## config.mk

```make
export PLATFORM = sky130hd
export DESIGN_NAME = mult_16bits_arbiter
export DESIGN_NICKNAME = d
export VERILOG_FILES = /design/src/rtl/mult_16bits_arbiter.sv
export SDC_FILE = /design/constraint.sdc
export NUM_CORES = 1
export LEC_CHECK = 0
export BUFFER_PORTS_ARGS = -buffer_cell sky130_fd_sc_hd__clkbuf_2
export CORE_AREA = 2 2 106 108
export CTS_CLUSTER_SIZE = 10
export DETAILED_ROUTE_END_ITERATION = 7
export DIE_AREA = 0 0 108 110
export PLACE_DENSITY = 0.84
export SETUP_SLACK_MARGIN = 0.05
export SYNTH_ARGS = -nofsm -noshare
export SYNTH_HDL_FRONTEND = slang
export SYNTH_SLANG_ARGS = --single-unit
```

## constraint.sdc

```tcl
create_clock -name clock -period 5.45 [get_ports clock]
set_clock_uncertainty 0.05 [all_clocks]
set_input_delay 0 -clock clock [delete_from_list [all_inputs] [get_ports clock]]
set_output_delay 0 -clock clock [all_outputs]
set_load 0.1 [all_outputs]
```

## src/rtl/mult_16bits_arbiter.sv

```systemverilog
// Round-robin front end for one shared combinational multiplier: grants one
// requester per cycle, registers its operands, then captures the tagged product.
module mult_16bits_arbiter #(
   parameter int N    = 16,
   parameter int REQS = 4,
   parameter int IDW  = $clog2(REQS)
) (
   input  logic                     clock,
   input  logic                     reset,
   input  logic [REQS-1:0]          req_valid,
   input  logic [REQS-1:0][N-1:0]   req_a,
   input  logic [REQS-1:0][N-1:0]   req_b,
   output logic [REQS-1:0]          req_ready,
   output logic [N-1:0]             mul_a,
   output logic [N-1:0]             mul_b,
   input  logic [2*N-1:0]           mul_out,
   output logic                     rsp_valid,
   output logic [IDW-1:0]           rsp_id,
   output logic [2*N-1:0]           rsp_data,
   input  logic                     rsp_ready,
   output logic [31:0]              op_count
);

   logic            s1Valid_q, s1Valid_d;
   logic [IDW-1:0]  s1Id_q, s1Id_d;
   logic [N-1:0]    mulA_q, mulA_d;
   logic [N-1:0]    mulB_q, mulB_d;
   logic            rspValid_q, rspValid_d;
   logic [IDW-1:0]  rspId_q, rspId_d;
   logic [2*N-1:0]  rspData_q, rspData_d;
   logic [31:0]     opCount_q, opCount_d;
   logic [IDW-1:0]  lastGrant_q, lastGrant_d;

   logic            s2Load;
   logic            s1Free;
   logic            grantFound;
   logic [IDW-1:0]  grantIdx;
   logic [REQS-1:0] grantOh;

   assign s2Load = s1Valid_q & (~rspValid_q | rsp_ready);
   assign s1Free = ~s1Valid_q | s2Load;

   // Search starts one past the last winner so every waiting requester is
   // reached within REQS-1 grants to others.
   always_comb begin
      int             idx;
      logic [IDW-1:0] idxC;
      grantFound = 1'b0;
      grantIdx   = '0;
      grantOh    = '0;
      idx        = 0;
      idxC       = '0;
      if (!reset && s1Free) begin
         for (int off = 1; off <= REQS; off++) begin
            idx = int'(lastGrant_q) + off;
            if (idx >= REQS) idx = idx - REQS;
            idxC = IDW'(idx);
            if (!grantFound && req_valid[idxC]) begin
               grantFound = 1'b1;
               grantIdx   = idxC;
            end
         end
      end
      if (grantFound) grantOh[grantIdx] = 1'b1;
   end

   always_comb begin
      s1Valid_d   = s1Valid_q;
      s1Id_d      = s1Id_q;
      mulA_d      = mulA_q;
      mulB_d      = mulB_q;
      rspValid_d  = rspValid_q;
      rspId_d     = rspId_q;
      rspData_d   = rspData_q;
      opCount_d   = opCount_q;
      lastGrant_d = lastGrant_q;

      if (s1Free) s1Valid_d = grantFound;
      // Operands are left untouched when S1 drains without a new grant.
      if (grantFound) begin
         s1Id_d      = grantIdx;
         mulA_d      = req_a[grantIdx];
         mulB_d      = req_b[grantIdx];
         lastGrant_d = grantIdx;
      end

      if (s2Load) begin
         rspValid_d = 1'b1;
         rspId_d    = s1Id_q;
         rspData_d  = mul_out;
      end else if (rsp_ready) begin
         rspValid_d = 1'b0;
      end

      if (rspValid_q && rsp_ready) opCount_d = opCount_q + 32'd1;
   end

   always_ff @(posedge clock) begin
      if (reset) begin
         s1Valid_q   <= 1'b0;
         s1Id_q      <= '0;
         mulA_q      <= '0;
         mulB_q      <= '0;
         rspValid_q  <= 1'b0;
         rspId_q     <= '0;
         rspData_q   <= '0;
         opCount_q   <= '0;
         lastGrant_q <= IDW'(REQS - 1);
      end else begin
         s1Valid_q   <= s1Valid_d;
         s1Id_q      <= s1Id_d;
         mulA_q      <= mulA_d;
         mulB_q      <= mulB_d;
         rspValid_q  <= rspValid_d;
         rspId_q     <= rspId_d;
         rspData_q   <= rspData_d;
         opCount_q   <= opCount_d;
         lastGrant_q <= lastGrant_d;
      end
   end

   assign req_ready = grantOh;
   assign mul_a     = mulA_q;
   assign mul_b     = mulB_q;
   assign rsp_valid = rspValid_q;
   assign rsp_id    = rspId_q;
   assign rsp_data  = rspData_q;
   assign op_count  = opCount_q;

endmodule

```

==> metrics.cfg, run 1 <==
[worst_setup_path]
worstPathArrival_ps = 4160
cp_max_fo = 33
cp_data_required_time_ps = 5660
endpoint_kind = register
cp-start-kind = register
critical_path_class = reg -> reg

[timing]
tightest_slew_ps = 1150
hold_violations = 0
finalSetupTns_ps = 0
rsz0062_at_grt = false
setup_slack_ps = 1500
fin_crit_sh_pct = 72.4
finalMaxSlewViolations = 0
setup_viol = 0
timing.fmax_ghz = 0.253
slew_headroom_pct = 23.0
final.min_clock_period_ps = 3950

[clock_network]
clkTransAtPathRegs_ps = 120
cts_setup_buffers = 0
cts_tree = yes
cts_hold_buf = 131
ctsResizeCount = 0
cts_made_buffers = 9
clk_latency_ps = 370
cts_root_buf = clkbuf_8
cts.htree.levels = 3
cts.sinks = 104
clk_path_buf_depth = 2

[die]
die_h_um = 110
ios = 270
core_area_sq_mm = 0.0107
rows = 38
die_w_um = 108
initial_core_util_pct = 48.0
dieArea_sq_mm = 0.0119

[placement]
port_buffers = 269
pre_cts_slack_ps = 2740
gp_congestion = 0.871
dp_hpwl_mm = 11.3

[synthesis]
synth-compound-area-share_pct = 22.3
synthSimpleGateAreaFrac_pct = 22.8
seq_area_frac_synth_pct = 40.5
syn_nets = 788
synth_seq_cells = 104
synth_warnings = 0
synth-edff-count = 0
synth.distinct_cells = 40
synth-xor-area-share_pct = 3.24
synthAdderAreaFrac_pct = 0.243
muxShareOfSynthArea_pct = 6.23
avgSynthCellArea_sq_um = 8.29
yosysTopAreaCellShare_pct = 40.5
synth_common_cells = nand2_1, dfxtp_1, a21oi_1, clkbuf_1, nand4_1
synthTopCellsByArea = dfxtp_1, nand2_1, mux2i_1, a21oi_1, nand4_1
syn_area_sq_mm = 0.00514
yosys.area.top_type = dfxtp_1
synth_top_family_by_area = simple AND/OR/NAND/NOR gates
synth_cells = 620
async_flop_share_pct = 0
synth_ff_type = dfxtp_1
yosys.cell_count.top_type = nand2_1

[drt]
drtAntennaViolNets = 0
viasPerCell = 5.63
drtPass1Iterations = 5
drt_iter0_markers = 518
drcViolationCount = 0
avgRoutedWirePerCell_um = 17.6
wl_mm = 20.0
vias = 6400

[final_layout]
antenna_cells = 0
drive_gt1_share_pct = 30.4
fillCellCount = 755
final_nets = 1159
multi_input_area_sq_mm = 0.00283
area_growth_pct = 56.5
regArea_sq_mm = 0.00208

[pwr]
p_leak_nw = 3.68
power_density_mw_per_mm2 = 308
vdd_drop_max_uv = 225

[worst_hold_path]
hold_path_class = in -> reg

[global_route]
grt_pass1_wl_mm = 29.7
antenna_found_initial = 0
grt_pass1_vias = 6199
grt_max_degree = 85
grt.overflow.total = 0
grt_use_total_pct = 31.9

[run_status]
status = completed

[run]
cap_viol_max_count = 0

## worst paths after layout
| kind | cells past startpoint | from | endpoint | slack (ps) |
|---|---|---|---|---|
| setup / recovery | 9 | lastGrant_q[0] | mul_b[0] | 1500 |
| hold / removal | 3 | reset | op_count[10] | 200 |
| setup reg to reg | 9 | lastGrant_q[0] | mul_b[0] | 1500 |
| hold reg to reg | 2 | s1Id_q[1] | rsp_id[1] | 410 |
## critical path: stages (launching register included)
cell and delay [ps]:
dfxtp_1 360, nor2b_1 70, o21a_1 180, buf_4 240
nor3_2 790, buf_4 510, mux2i_1 240, dlygate4sd3_1 610
o211ai_1 150, dlygate4sd3_1 620
## state kept, by name, summed over array words and instances, names as in the netlist
| signal | cells |
|---|---|
| s1Valid_q | 1 |
| mul_a | 16 |
| mul_b | 16 |
| op_count | 32 |
| rsp_data | 32 |
| rsp_valid | 1 |
| s1Id_q | 2 |
| lastGrant_q | 2 |
| rsp_id | 2 |
## metal layers
layer	global-route usage (%)	wire length (um)	vias up
met5	0	0	-
met4	19.6	1090	0
met3	8.05	1780	99
met2	54.9	9810	380
met1	35.5	7270	2910
li1	-	-	3011
## logic make-up after synthesis
| group | Yosys count |
|---|---|
| flip-flops | 104 |
| adder cells (fa/ha/maj) | 1 |
| XOR/XNOR | 19 |
| AO/OA/AOI/OAI | 166 |
| buffers and inverters | 56 |
| AND/OR/NAND/NOR | 242 |
| multiplexers | 32 |
## through the flow
stage / hold WS, ps / std cells / power (mW) / area, sq um / utilization, %
6_report: 201 / 1136 / 2.47 / 8040 / 75.2
5_1_grt: 246 / 1136 / 2.56 / 8040 / 75.2
3_5_place_dp: 182 / 989 / 1.82 / 6540 / 61.1
4_1_cts: 225 / 1136 / 2.44 / 8040 / 75.2
3_3_place_gp: 174 / 989 / 1.81 / 6540 / 61.1
2_1_floorplan: 86.0 / 620 / 1.63 / 5140 / -
## cell type report
type,instances,area share (%)
Inverter,4,0.187
Sequential cell,104,25.9
Timing Repair Buffer,412,34.2
Clock inverter,6,0.778
Multi-Input combinational cell,460,35.2
Clock buffer,10,1.59
Tap cell,140,2.18
## cell usage in the layout, fill, tap and decap left out, types with 14 or more instances in the layout
master         synthesis  layout
clkbuf_2               0     269
dlygate4sd3_1          0     131
nand2_1              110     110
dfxtp_1              104     104
a21oi_1               51      50
nand4_1               37      37
mux2i_1               32      32
nor2_1                30      29
o31ai_1               25      25
a211o_1               22      22
o211ai_1              22      22
nand2b_1              15      15
xor2_1                14      14
## power breakdown
part / switching [mW] / internal [mW]
clock network: 0.298 / 0.179
logic: 0.784 / 0.336
registers: 0.0449 / 0.831
(Power assumes the default switching activity.)
==> inputs of run 2 (changes only) <==
--- a/config.mk
+++ b/config.mk
@@ -6,11 +6,11 @@
 export NUM_CORES = 1
 export LEC_CHECK = 0
 export BUFFER_PORTS_ARGS = -buffer_cell sky130_fd_sc_hd__clkbuf_2
-export CORE_AREA = 2 2 106 108
+export CORE_AREA = 2 2 109 111
 export CTS_CLUSTER_SIZE = 10
 export DETAILED_ROUTE_END_ITERATION = 7
-export DIE_AREA = 0 0 108 110
-export PLACE_DENSITY = 0.84
+export DIE_AREA = 0 0 111 113
+export PLACE_DENSITY = 0.8
 export SETUP_SLACK_MARGIN = 0.05
 export SYNTH_ARGS = -nofsm -noshare
 export SYNTH_HDL_FRONTEND = slang
==> constraint.sdc (replaced) <==
create_clock -name clock -period 3.8 [get_ports clock]
set_clock_uncertainty 0.05 [all_clocks]
set_input_delay 0 -clock clock [delete_from_list [all_inputs] [get_ports clock]]
set_output_delay 0 -clock clock [all_outputs]
set_load 0.1 [all_outputs]
==> metrics.cfg, run 2 (same netlist as run 1, synthesis figures left out) <==
[drt]
drt_iter0_markers = 583  ; was 518
vias = 6350  ; was 6400
drtAntennaViolNets = 0  ; unchanged
m1WireLength_mm = 7.27  ; about the same
wl_met2_mm = 9.69  ; was 9.81 mm
viasPerCell = 5.61  ; was 5.63
drtPass1Iterations = 7  ; was 5
routed-wl-met3_mm = 1.50  ; was 1.78 mm
wl_mm = 19.3  ; was 20.0 mm
avgRoutedWirePerCell_um = 17.0  ; was 17.6 um
highest_layer = met4  ; unchanged
drcViolationCount = 0  ; unchanged

[die]
die_w_um = 111  ; was 108 um
ios = 270  ; unchanged
dieArea_sq_mm = 0.0125  ; was 0.0119 sq mm
core_area_sq_mm = 0.0113  ; was 0.0107 sq mm
initial_core_util_pct = 45.6  ; was 48.0%
die_h_um = 113  ; was 110 um
rows = 39  ; was 38

[timing]
rsz0062_at_grt = false  ; unchanged
setup_viol = 0  ; unchanged
finalMaxSlewViolations = 0  ; unchanged
timing.fmax_ghz = 0.312  ; was 0.253 GHz
final.min_clock_period_ps = 3210  ; was 3950 ps
hold_violations = 0  ; unchanged
tightest_slew_ps = 1160  ; was 1150 ps
slew_headroom_pct = 22.8  ; was 23.0%
finalSetupTns_ps = 0  ; unchanged
fin_crit_sh_pct = 84.5  ; was 72.4%

[placement]
dp_hpwl_mm = 11.6  ; was 11.3 mm
port_buffers = 269  ; unchanged
gp_congestion = 0.828  ; was 0.871
dp_cells = 995  ; was 989

[clock_network]
cts_made_buffers = 9  ; unchanged
ctsResizeCount = 0  ; unchanged
cts_root_buf = clkbuf_16  ; was clkbuf_8
clk_path_buf_depth = 2  ; unchanged
cts_hold_buf = 120  ; was 131
cts.sinks = 104  ; unchanged
cts_setup_buffers = 0  ; unchanged
clk_latency_ps = 340  ; was 370 ps
cts_tree = yes  ; unchanged
cts.htree.levels = 3  ; unchanged
clkTransAtPathRegs_ps = 70  ; was 120 ps

[final_layout]
fillCellCount = 838  ; was 755
layout_common_cells = clkbuf_2, dlygate4sd3_1, nand2_1, dfxtp_1, a21oi_1  ; unchanged
final_nets = 1151  ; was 1159
drive_gt1_share_pct = 31.2  ; was 30.4%
area_growth_pct = 56.7  ; was 56.5%
final_common_cell = clkbuf_2  ; unchanged
layout.cells.non_filler = 1132  ; was 1136

[pwr]
p_seq_share_pct = 33.8  ; was 35.4%
vdd_drop_max_uv = 278  ; was 225 uV
p_int_mw = 2.10  ; was 1.35 mW
finalPower_mw = 3.70  ; was 2.47 mW
p_switching_mw = 1.60  ; was 1.13 mW
power_density_mw_per_mm2 = 460  ; was 308 mW/mm^2
comb_power_share_pct = 42.6  ; was 45.3%
swShare_pct = 43.3  ; was 45.6%
p_leak_nw = 3.68  ; about the same
clkPwrFrac_pct = 23.6  ; was 19.3%

[global_route]
grt_use_total_pct = 29.9  ; was 31.9%
antenna_found_initial = 0  ; unchanged
grt_pass1_wl_mm = 30.7  ; was 29.7 mm
grt.overflow.total = 0  ; unchanged
grt_pass1_vias = 6245  ; was 6199
grt_max_degree = 61  ; was 85

[worst_setup_path]
critical_path_class = reg -> reg  ; unchanged
cp-start-kind = register  ; unchanged
cp_data_required_time_ps = 4040  ; was 5660 ps
cp_max_fo = 33  ; unchanged
worstPathArrival_ps = 3450  ; was 4160 ps
endpoint_kind = register  ; unchanged

[run_status]
status = completed  ; unchanged

[run]
cap_viol_max_count = 0  ; unchanged

[worst_hold_path]
hold_path_class = in -> reg  ; unchanged

[run 2: cell count changes in the layout (fill, tap and decap cells not counted), sizes merged]
cell,previous run,this run
buf,12,15
clkbuf,279,278
dlygate4sd3,131,120
diode,0,1
clkinvlp,0,1
inv,7,6
clkinv,3,4
[run 2: worst paths after layout]
check	start	end	slack (ps)	cells past startpoint
setup reg to reg	lastGrant_q[0]	mul_b[10]	590	9
setup / recovery	lastGrant_q[0]	mul_b[10]	590	9
hold reg to reg	s1Id_q[0]	rsp_id[0]	410	2
hold / removal	req_b[31]	mul_b[15]	5	3
[run 2: layout make-up]
type | instances | area, sq um | share of cell area, %
clock buffer | 9 | 225 | 2.80
inverter | 4 | 15.0 | 0.186
antenna | 1 | 2.50 | 0.0311
sequential | 104 | 2080 | 25.9
timing repair buffer | 404 | 2660 | 33.0
tap | 143 | 179 | 2.22
clock inverter | 7 | 45.0 | 0.559
multi-input combinational | 460 | 2840 | 35.3
[run 2: metal layers]
| layer | track usage [%] | vias up |
|---|---|---|
| li1 | - | 2994 |
| met1 | 33.4 | 2937 |
| met2 | 53.9 | 348 |
| met3 | 5.89 | 71 |
| met4 | 15.7 | 0 |
| met5 | 0 | - |
[run 2: critical path, stage by stage (launching register included)]
cell,delay (ps)
dfxtp_1,340
nor2b_1,70
o21a_1,180
buf_4,250
nor3_2,270
buf_4,360
mux2i_1,130
dlygate4sd3_1,580
a221oi_1,310
dlygate4sd3_1,610
[run 2: metrics by stage]
stage | util (%) | setup slack [ps] | instance area (sq um) | hold slack [ps]
6_report | 71.4 | 590 | 8050 | 4.87
5_1_grt | 71.4 | 405 | 8050 | 21.7
4_1_cts | 71.4 | 702 | 8050 | 4.18
3_5_place_dp | 58.4 | 1460 | 6580 | 178
3_3_place_gp | 58.4 | 1480 | 6580 | 173
2_1_floorplan | - | 94.5 | 5140 | 86.0
[run 2: power by group through the flow]
stage	Clock [mW]	Sequential [mW]	Combinational (mW)
after floorplan	0	1.94	0.395
after global placement	0	1.27	1.35
after detailed placement	0	1.27	1.36
after CTS	0.881	1.25	1.55
after global routing	0.930	1.26	1.64
final	0.875	1.25	1.58
==> inputs of run 3 (changes only) <==
--- a/config.mk
+++ b/config.mk
@@ -6,11 +6,11 @@
 export NUM_CORES = 1
 export LEC_CHECK = 0
 export BUFFER_PORTS_ARGS = -buffer_cell sky130_fd_sc_hd__clkbuf_2
-export CORE_AREA = 2 2 109 111
+export CORE_AREA = 2 2 115 117
 export CTS_CLUSTER_SIZE = 10
 export DETAILED_ROUTE_END_ITERATION = 7
-export DIE_AREA = 0 0 111 113
-export PLACE_DENSITY = 0.8
+export DIE_AREA = 0 0 117 119
+export PLACE_DENSITY = 0.76
 export SETUP_SLACK_MARGIN = 0.05
 export SYNTH_ARGS = -nofsm -noshare
 export SYNTH_HDL_FRONTEND = slang
==> constraint.sdc (replaced) <==
create_clock -name clock -period 2.8 [get_ports clock]
set_clock_uncertainty 0.05 [all_clocks]
set_input_delay 0 -clock clock [delete_from_list [all_inputs] [get_ports clock]]
set_output_delay 0 -clock clock [all_outputs]
set_load 0.1 [all_outputs]
==> metrics.cfg, run 3 (same netlist as run 1, synthesis figures left out) <==
[die]
core_area_sq_mm = 0.0129  ; was 0.0113 sq mm
die_h_um = 119  ; was 113 um
dieArea_sq_mm = 0.0139  ; was 0.0125 sq mm
rows = 42  ; was 39
die_w_um = 117  ; was 111 um
initial_core_util_pct = 39.9  ; was 45.6%
ios = 270  ; unchanged

[pwr]
power_density_mw_per_mm2 = 605  ; was 460 mW/mm^2
finalPower_mw = 5.05  ; was 3.70 mW
vdd_drop_max_uv = 422  ; was 278 uV
p_leak_nw = 3.73  ; was 3.68 nW

[timing]
setup_viol = 0  ; unchanged
final.min_clock_period_ps = 2540
rsz0062_at_grt = false  ; unchanged
timing.fmax_ghz = 0.394
tightest_slew_ps = 756  ; was 1160 ps
setup_slack_ps = 260  ; was 590 ps
fin_crit_sh_pct = 90.7
whs_ps = 9.04  ; was 4.87 ps
slew_headroom_pct = 49.6  ; was 22.8%
hold_violations = 0  ; unchanged
finalSetupTns_ps = 0  ; unchanged
finalMaxSlewViolations = 0  ; unchanged

[clock_network]
cts.sinks = 104  ; unchanged
cts.htree.levels = 3  ; unchanged
clkTransAtPathRegs_ps = 70  ; about the same
cts_setup_buffers = 0  ; unchanged
clk_latency_ps = 350  ; was 340 ps
cts_made_buffers = 9  ; unchanged
clk_path_buf_depth = 2  ; unchanged
cts_root_buf = clkbuf_16  ; unchanged
cts_tree = yes  ; unchanged

[worst_setup_path]
endpoint_kind = register  ; unchanged
r2r_cells = 8  ; was 9
cp_data_required_time_ps = 3000  ; was 4040 ps
r2r-start = lastGrant_q[0]  ; unchanged
worstPathArrival_ps = 2740  ; was 3450 ps
rr_endpoint = mul_b[2]  ; was mul_b[10]
reg2reg_slack_ps = 290  ; was 590 ps
critical_path_class = in -> reg  ; was reg -> reg
cp_max_fo = 46  ; was 33
cp-start-kind = primary input  ; was register

[run_status]
status = completed  ; unchanged

[global_route]
grt_pass1_vias = 6375  ; was 6245
antenna_found_initial = 0  ; unchanged
grt_use_total_pct = 26.7  ; was 29.9%
grt_max_degree = 64  ; was 61
grt_pass1_wl_mm = 29.6  ; was 30.7 mm
grt.overflow.total = 0  ; unchanged

[final_layout]
final_common_cell = clkbuf_2  ; unchanged
final_nets = 1167  ; was 1151
post-route-util_pct = 64.9  ; was 71.4%
layout_common_cells = clkbuf_2, dlygate4sd3_1, nand2_1, dfxtp_1, a21oi_1  ; unchanged
drive_gt1_share_pct = 30.8  ; was 31.2%
area_growth_pct = 62.6  ; was 56.7%
antenna_cells = 0  ; was 1

[worst_hold_path]
hold_path_class = in -> reg  ; unchanged
hold_start = req_a[47]  ; was req_b[31]
hold_end = mul_a[15]  ; was mul_b[15]
worst_hold_path.num_cells = 3  ; unchanged

[drt]
avgRoutedWirePerCell_um = 16.2  ; was 17.0 um
vias = 6407  ; was 6350
drtPass1Iterations = 5  ; was 7
drcViolationCount = 0  ; unchanged
viasPerCell = 5.43  ; was 5.61
drt_iter0_markers = 531  ; was 583
wl_mm = 19.1  ; was 19.3 mm
drtAntennaViolNets = 0  ; unchanged

[run]
cap_viol_max_count = 0  ; unchanged

[placement]
gp_congestion = 0.823  ; was 0.828
port_buffers = 269  ; unchanged
dp_hpwl_mm = 11.2  ; was 11.6 mm
pre_cts_slack_ps = 549  ; was 1460 ps

==> run 3: how the worst max path moves through the flow <==
stage | startpoint | cells past startpoint | end | slack, ps
2_1_floorplan | rsp_valid | 5 | req_ready[2] | -160
3_3_place_gp | lastGrant_q[0] | 6 | mul_b[6] | 610
3_5_place_dp | lastGrant_q[0] | 6 | mul_a[10] | 550
4_1_cts | lastGrant_q[1] | 6 | mul_a[11] | 220
5_1_grt | req_valid[2] | 10 | mul_b[6] | 130
6_report | req_valid[2] | 10 | mul_b[7] | 260
==> run 3: per-layer routing <==
| metal | track usage [%] | vias up | part of all wire [%] | wire length (um) |
|---|---|---|---|---|
| met2 | 46.5 | 373 | 49 | 9390 |
| met5 | 0 | - | 0 | 0 |
| met1 | 29.6 | 2934 | 39 | 7370 |
| met3 | 7.58 | 64 | 8.8 | 1680 |
| met4 | 12.3 | 0 | 3.5 | 678 |
| li1 | - | 3036 | - | - |
==> run 3: repair_timing <==
action,CTS,global route
setup endpoints to repair,0,6
resized for setup,0,2
hold buffers,137,0
hold endpoints to repair,67,0
==> run 3: stage by stage <==
step	cell area (sq um)	instances
2_1_floorplan	5150	620
3_3_place_gp	6700	1027
3_5_place_dp	6700	1027
4_1_cts	8350	1180
5_1_grt	8360	1180
6_report	8360	1180
==> run 3: critical path, cell delays in order <==
cell and delay, ps:
dlygate4sd3_1 570, clkbuf_2 150, nand2b_1 170, a21oi_2 170, buf_4 310, nor3_2 90
buf_12 230, mux2i_1 150, dlygate4sd3_1 570, a221oi_1 310
==> run 3: cell type report <==
class                   instances  area [sq um]
fillers                       974          4520
clock buffers                  12           256
multi-input cells             460          2850
repair buffers                420          2910
flip-flops and latches        104          2080
clock inverters                 4          27.5
inverters                       4          15.0
well taps                     176           220
==> run 3: report_power, final <==
part,leakage (nW),internal [mW],switching (mW),total [mW]
Clock,0.143,0.655,0.569,1.22
Combinational,2.73,0.615,1.51,2.13
Sequential,0.855,1.62,0.0819,1.70
Total,3.73,2.89,2.16,5.05
